[src/rtl/design_18_pkg.sv]
// Shared widths and helpers for the design_18 result path.
package design_18_pkg;

    localparam int W_DEF     = 16;
    localparam int CNT_W_DEF = 8;
    localparam logic [CNT_W_DEF-1:0] DROP_SAT = '1;

    function automatic int clog2_f(input int v);
        int r;
        r = 0;
        for (int i = 0; i < 32; i++) begin
            if ((1 << r) < v) r = r + 1;
        end
        return r;
    endfunction

endpackage

[src/rtl/design_18_sat_cnt.sv]
// Saturating up-counter; a clear in the same cycle as an increment yields 1.
module design_18_sat_cnt #(
    parameter int CNT_W = 8
) (
    input  logic             clk,
    input  logic             rst_n,
    input  logic             clr,
    input  logic             inc,
    output logic [CNT_W-1:0] cnt
);

    logic [CNT_W-1:0] cnt_q, cnt_d;

    always_comb begin
        cnt_d = clr ? '0 : cnt_q;
        if (inc && (cnt_d != {CNT_W{1'b1}})) cnt_d = cnt_d + CNT_W'(1);
    end

    always_ff @(posedge clk or negedge rst_n) begin
        if (!rst_n) cnt_q <= '0;
        else        cnt_q <= cnt_d;
    end

    assign cnt = cnt_q;

endmodule

[src/rtl/design_18_result_q.sv]
// Result FIFO behind design_18: no input backpressure, overflowing results are
// dropped and counted.
module design_18_result_q
    import design_18_pkg::*;
#(
    parameter int W     = W_DEF,
    parameter int DEPTH = 4,
    parameter int CNT_W = CNT_W_DEF
) (
    input  logic                     clk,
    input  logic                     rst_n,
    input  logic                     in_valid,
    input  logic [W-1:0]             in_data,
    output logic                     out_valid,
    input  logic                     out_ready,
    output logic [W-1:0]             out_data,
    output logic [clog2_f(DEPTH):0]  level,
    output logic                     full,
    output logic                     empty,
    output logic                     ovf,
    output logic [CNT_W-1:0]         drop_cnt,
    input  logic                     clr_ovf
);

    localparam int AW = clog2_f(DEPTH);

    logic [AW:0]  rd_ptr_q, rd_ptr_d, wr_ptr_q, wr_ptr_d;
    logic [W-1:0] mem_q [DEPTH];
    logic         ovf_q, ovf_d;
    logic         push, pop, drop;

    // Extra pointer MSB separates full from empty when the index bits match.
    assign empty     = (rd_ptr_q == wr_ptr_q);
    assign full      = (rd_ptr_q[AW] != wr_ptr_q[AW]) &&
                       (rd_ptr_q[AW-1:0] == wr_ptr_q[AW-1:0]);
    assign out_valid = !empty;
    assign level     = wr_ptr_q - rd_ptr_q;
    assign out_data  = empty ? '0 : mem_q[rd_ptr_q[AW-1:0]];

    assign pop  = out_valid & out_ready;
    assign push = in_valid & (!full | pop);
    assign drop = in_valid & full & !pop;

    always_comb begin
        rd_ptr_d = rd_ptr_q + (AW+1)'(pop);
        wr_ptr_d = wr_ptr_q + (AW+1)'(push);
        ovf_d    = clr_ovf ? 1'b0 : ovf_q;
        if (drop) ovf_d = 1'b1;
    end

    always_ff @(posedge clk or negedge rst_n) begin
        if (!rst_n) begin
            rd_ptr_q <= '0;
            wr_ptr_q <= '0;
            ovf_q    <= 1'b0;
        end else begin
            rd_ptr_q <= rd_ptr_d;
            wr_ptr_q <= wr_ptr_d;
            ovf_q    <= ovf_d;
        end
    end

    always_ff @(posedge clk) begin
        if (push) mem_q[wr_ptr_q[AW-1:0]] <= in_data;
    end

    design_18_sat_cnt #(.CNT_W(CNT_W)) u_drop_cnt (
        .clk   (clk),
        .rst_n (rst_n),
        .clr   (clr_ovf),
        .inc   (drop),
        .cnt   (drop_cnt)
    );

    assign ovf = ovf_q;

endmodule

[config.mk]
export PLATFORM = sky130hd
export DESIGN_NAME = design_18_result_q
export DESIGN_NICKNAME = d
export VERILOG_FILES = /design/src/rtl/design_18_pkg.sv /design/src/rtl/design_18_sat_cnt.sv /design/src/rtl/design_18_result_q.sv
export SDC_FILE = /design/constraint.sdc
export NUM_CORES = 1
export LEC_CHECK = 0
export CAP_MARGIN = 20
export CORE_ASPECT_RATIO = 0.7
export CORE_MARGIN = 2
export CORE_UTILIZATION = 45
export CTS_CLUSTER_DIAMETER = 200
export CTS_CLUSTER_SIZE = 40
export DETAILED_ROUTE_END_ITERATION = 10
export GPL_TIMING_DRIVEN = 1
export MAX_ROUTING_LAYER = met4
export PLACE_DENSITY = 0.69
export SKIP_LAST_GASP = 1
export SYNTH_ARGS = -nofsm -noshare
export SYNTH_HDL_FRONTEND = slang
export SYNTH_SLANG_ARGS = --single-unit
[constraint.sdc]
create_clock -name clk -period 4.6 [get_ports clk]
set_clock_uncertainty 0.05 [all_clocks]
set_input_delay 1.38 -clock clk [delete_from_list [all_inputs] [get_ports clk]]
set_output_delay 1.38 -clock clk [all_outputs]
set_load 0.01 [all_outputs]
==> qor.csv <==
metric,value,unit
crit_family,buffers and inverters,
clk_root_buffer_cell,clkbuf_8,
synthSimpleGateAreaFrac,0.0873,
clk_pin_slew,0.07,ns
core.rowCount,25,
antenna_cells,0,
drt-total-wl,5950,um
worst_slew_pin_slew,0.679,ns
wl_per_cell,17.1,um
yosys_most_used_dff,edfxtp_1,
cts_tree,yes,
holdPathStages,1,
p_leak,1.47,nW
portBuffers,51,
combPwrFrac,0.442,
reg2reg_depth,9,
die-area,0.00794,mm^2
timing.final.max_slew_violations,0,
core,0.00688,mm^2
synth.area.top_cells,"edfxtp_1 59%, dfrtp_1 12%, mux4_2 11%, nor2b_1 3.5%, ha_1 2.7%",
start_kind,register,
syn2layout_area_growth,27.3,%
critPathArrivalTime,2.61,ns
htree_levels,3,
synth_top_family_by_area,multiplexers,
post-place-ws,0.920,ns
numCtsBuffers,9,
worst_slack,0.559,ns
antenna_left,0,
holdCritStartpoint,wr_ptr_q[2],
first_global_vias,1788,
cts_setup_buffers,0,
nNetsFinal,278,
yosysSeqAreaShare,0.706,
end_kind,output pin,
die_w,106,um
firstDrtPassIters,4,
p_int,1.90,mW
ys_seq_elements,79,
rsz0062_at_grt,false,
ir_drop,0.329,mV
setup_viol,0,
muxShareOfSynthArea,0.120,
p_sw,857,uW
final_cells,348,
post_drt_via_cell_ratio,5.00,
antenna_found_initial,0,
cts_max_path_buffers,2,
p_seq_frac,0.362,
slew_headroom,0.546,
crit_type,register to output pin,
cp_slowest_stage_delay,0.49,ns
cts_hold_buf,0,
drv_cap,0,
gp_congestion,0.794,
syn_avg_cell_area,17.6,um^2
grt_max_degree,19,
via_count,1741,
synth_cell_types,28,
synth_area,0.00325,mm^2
drive_above_1_share,0.169,
synth_compound_area_frac,0.0131,
cp_max_fo,14,
io_pins,52,
swShare,0.311,
slowest_stage,clkdlybuf4s50_1,
whs_endpoint,wr_ptr_q[2],
finalWorstPathRequiredPeriod,4.04,ns
synth.most_common_cell,edfxtp_1,
p_total,2.76,mW
yosysWarnings,0,
drc_errors,0,
clock_sinks,79,
critPathRequiredTime,3.17,ns
power.density,666,mW/mm^2
syn-num-nets,214,
clk_latency,0.34,ns
async_flop_share,0.190,
worst-r2r-setup-slack,2.15,ns
path_cells,"inv_1, ha_1, nand2_1, nor2_1, buf_4, nor2b_1, clkdlybuf4s50_1",
synth_top_area_cell,edfxtp_1,
die_height,75.2,um
synth_xor_area_frac,0.0215,
min_path_type,register to register,
grt_pass1_wl,9490,um
placed_cells,332,
grt_overflow_total,0,
cts_resized,0,
timing.critical_path.buf_inv,3,
grtUsageTotal,0.171,
synth_top_area_share,0.591,
max_freq,247,MHz
synth_adder_area_share,0.0331,
r2r-start,wr_ptr_q[0],
period_share,0.879,
initialDrtViolationCount,65,
hold_viol_final,0,
power.share.clock,0.196,
outcome,finished clean,
dpl.hpwl,3950,um
synth_edf_count,64,
synth_cells,185,
fin_util,0.602,
ys_top_cells_by_count,"64 x edfxtp_1, 18 x nor2b_1, 16 x mux4_2, 15 x dfrtp_1, 10 x inv_1",
start_util,0.473,
rr_endpoint,rd_ptr_q[2],
setup_tns,0,ns
layout by cell type, fill, tap and decap left out, types with 7 or more instances in the layout:
cell              n
clkdlybuf4s50_1  51
mux4_2           16
nor2b_1          18
buf_4             8
inv_1            10
nor2_1            8
clkbuf_8          9
dfrtp_1          15
edfxtp_1         64
ha_1              7
metrics by stage:
step | cell area [um^2] | hold WS (ns)
2_1_floorplan | 3250 | 0.446
3_3_place_gp | 3930 | 0.462
3_5_place_dp | 3930 | 0.470
4_1_cts | 4140 | 0.480
5_1_grt | 4140 | 0.494
6_report | 4140 | 0.478
power by group through the flow:
stage | registers (mW) | logic [mW] | clock network [mW]
detailed placement | 1.02 | 1.23 | 0
global route | 1.01 | 1.33 | 0.579
finish | 0.999 | 1.22 | 0.539
global placement | 1.01 | 1.23 | 0
CTS | 1.00 | 1.24 | 0.556
floorplan | 1.01 | 0.633 | 0
how the worst max path moves through the flow:
stage,from,endpoint,slack [ns],cells past startpoint
floorplan,rd_ptr_q[1],out_data[10],0.87,8
global placement,wr_ptr_q[0],out_data[11],0.95,7
detailed placement,wr_ptr_q[0],out_data[5],0.92,7
CTS,wr_ptr_q[0],out_data[5],0.50,7
global route,wr_ptr_q[0],out_data[0],0.38,7
finish,wr_ptr_q[0],out_data[5],0.56,7
area by class of cell:
cell class | count | area [um^2]
Fill cell | 559 | 2740
Multi-Input combinational cell | 90 | 906
Timing Repair Buffer | 59 | 571
Sequential cell | 79 | 2300
Tap cell | 94 | 118
Clock inverter | 6 | 85.1
Inverter | 10 | 37.5
Clock buffer | 10 | 128
state kept, by name, indices dropped and copies added (netlist names):
name	flops
ovf	1
u_drop_cnt.cnt	8
rd_ptr_q	3
wr_ptr_q	3
mem_q	64
worst register-to-register path: stages (launching register included):
cell and delay (ns):
dfrtp_1 0.45, inv_1 0.08, ha_1 0.32, nand2_1 0.10, nor2_1 0.43, buf_4 0.32
nor2b_1 0.08, ha_1 0.18, ha_1 0.18, xor2_1 0.15
routing by layer:
| metal | vias up | part of all wire | global-route usage |
|---|---|---|---|
| li1 | 826 | - | - |
| met1 | 873 | 0.49 | 0.229 |
| met2 | 37 | 0.46 | 0.254 |
| met3 | 5 | 0.041 | 0.0476 |
| met4 | 0 | 0.010 | 0.0658 |
| met5 | - | 0 | - |
kinds of logic (layout without fill, tap and decap cells):
kind of cell,count (synthesis),after routing
DFF,79,79
and+or+nand+nor,48,48
AOI/OAI and AO/OA,7,7
xor gates and xnor gates,8,8
muxes,19,19
buffers and inverters,16,85
adders and majority gates,8,8
No activity file was read; power rests on OpenSTA's default activity.
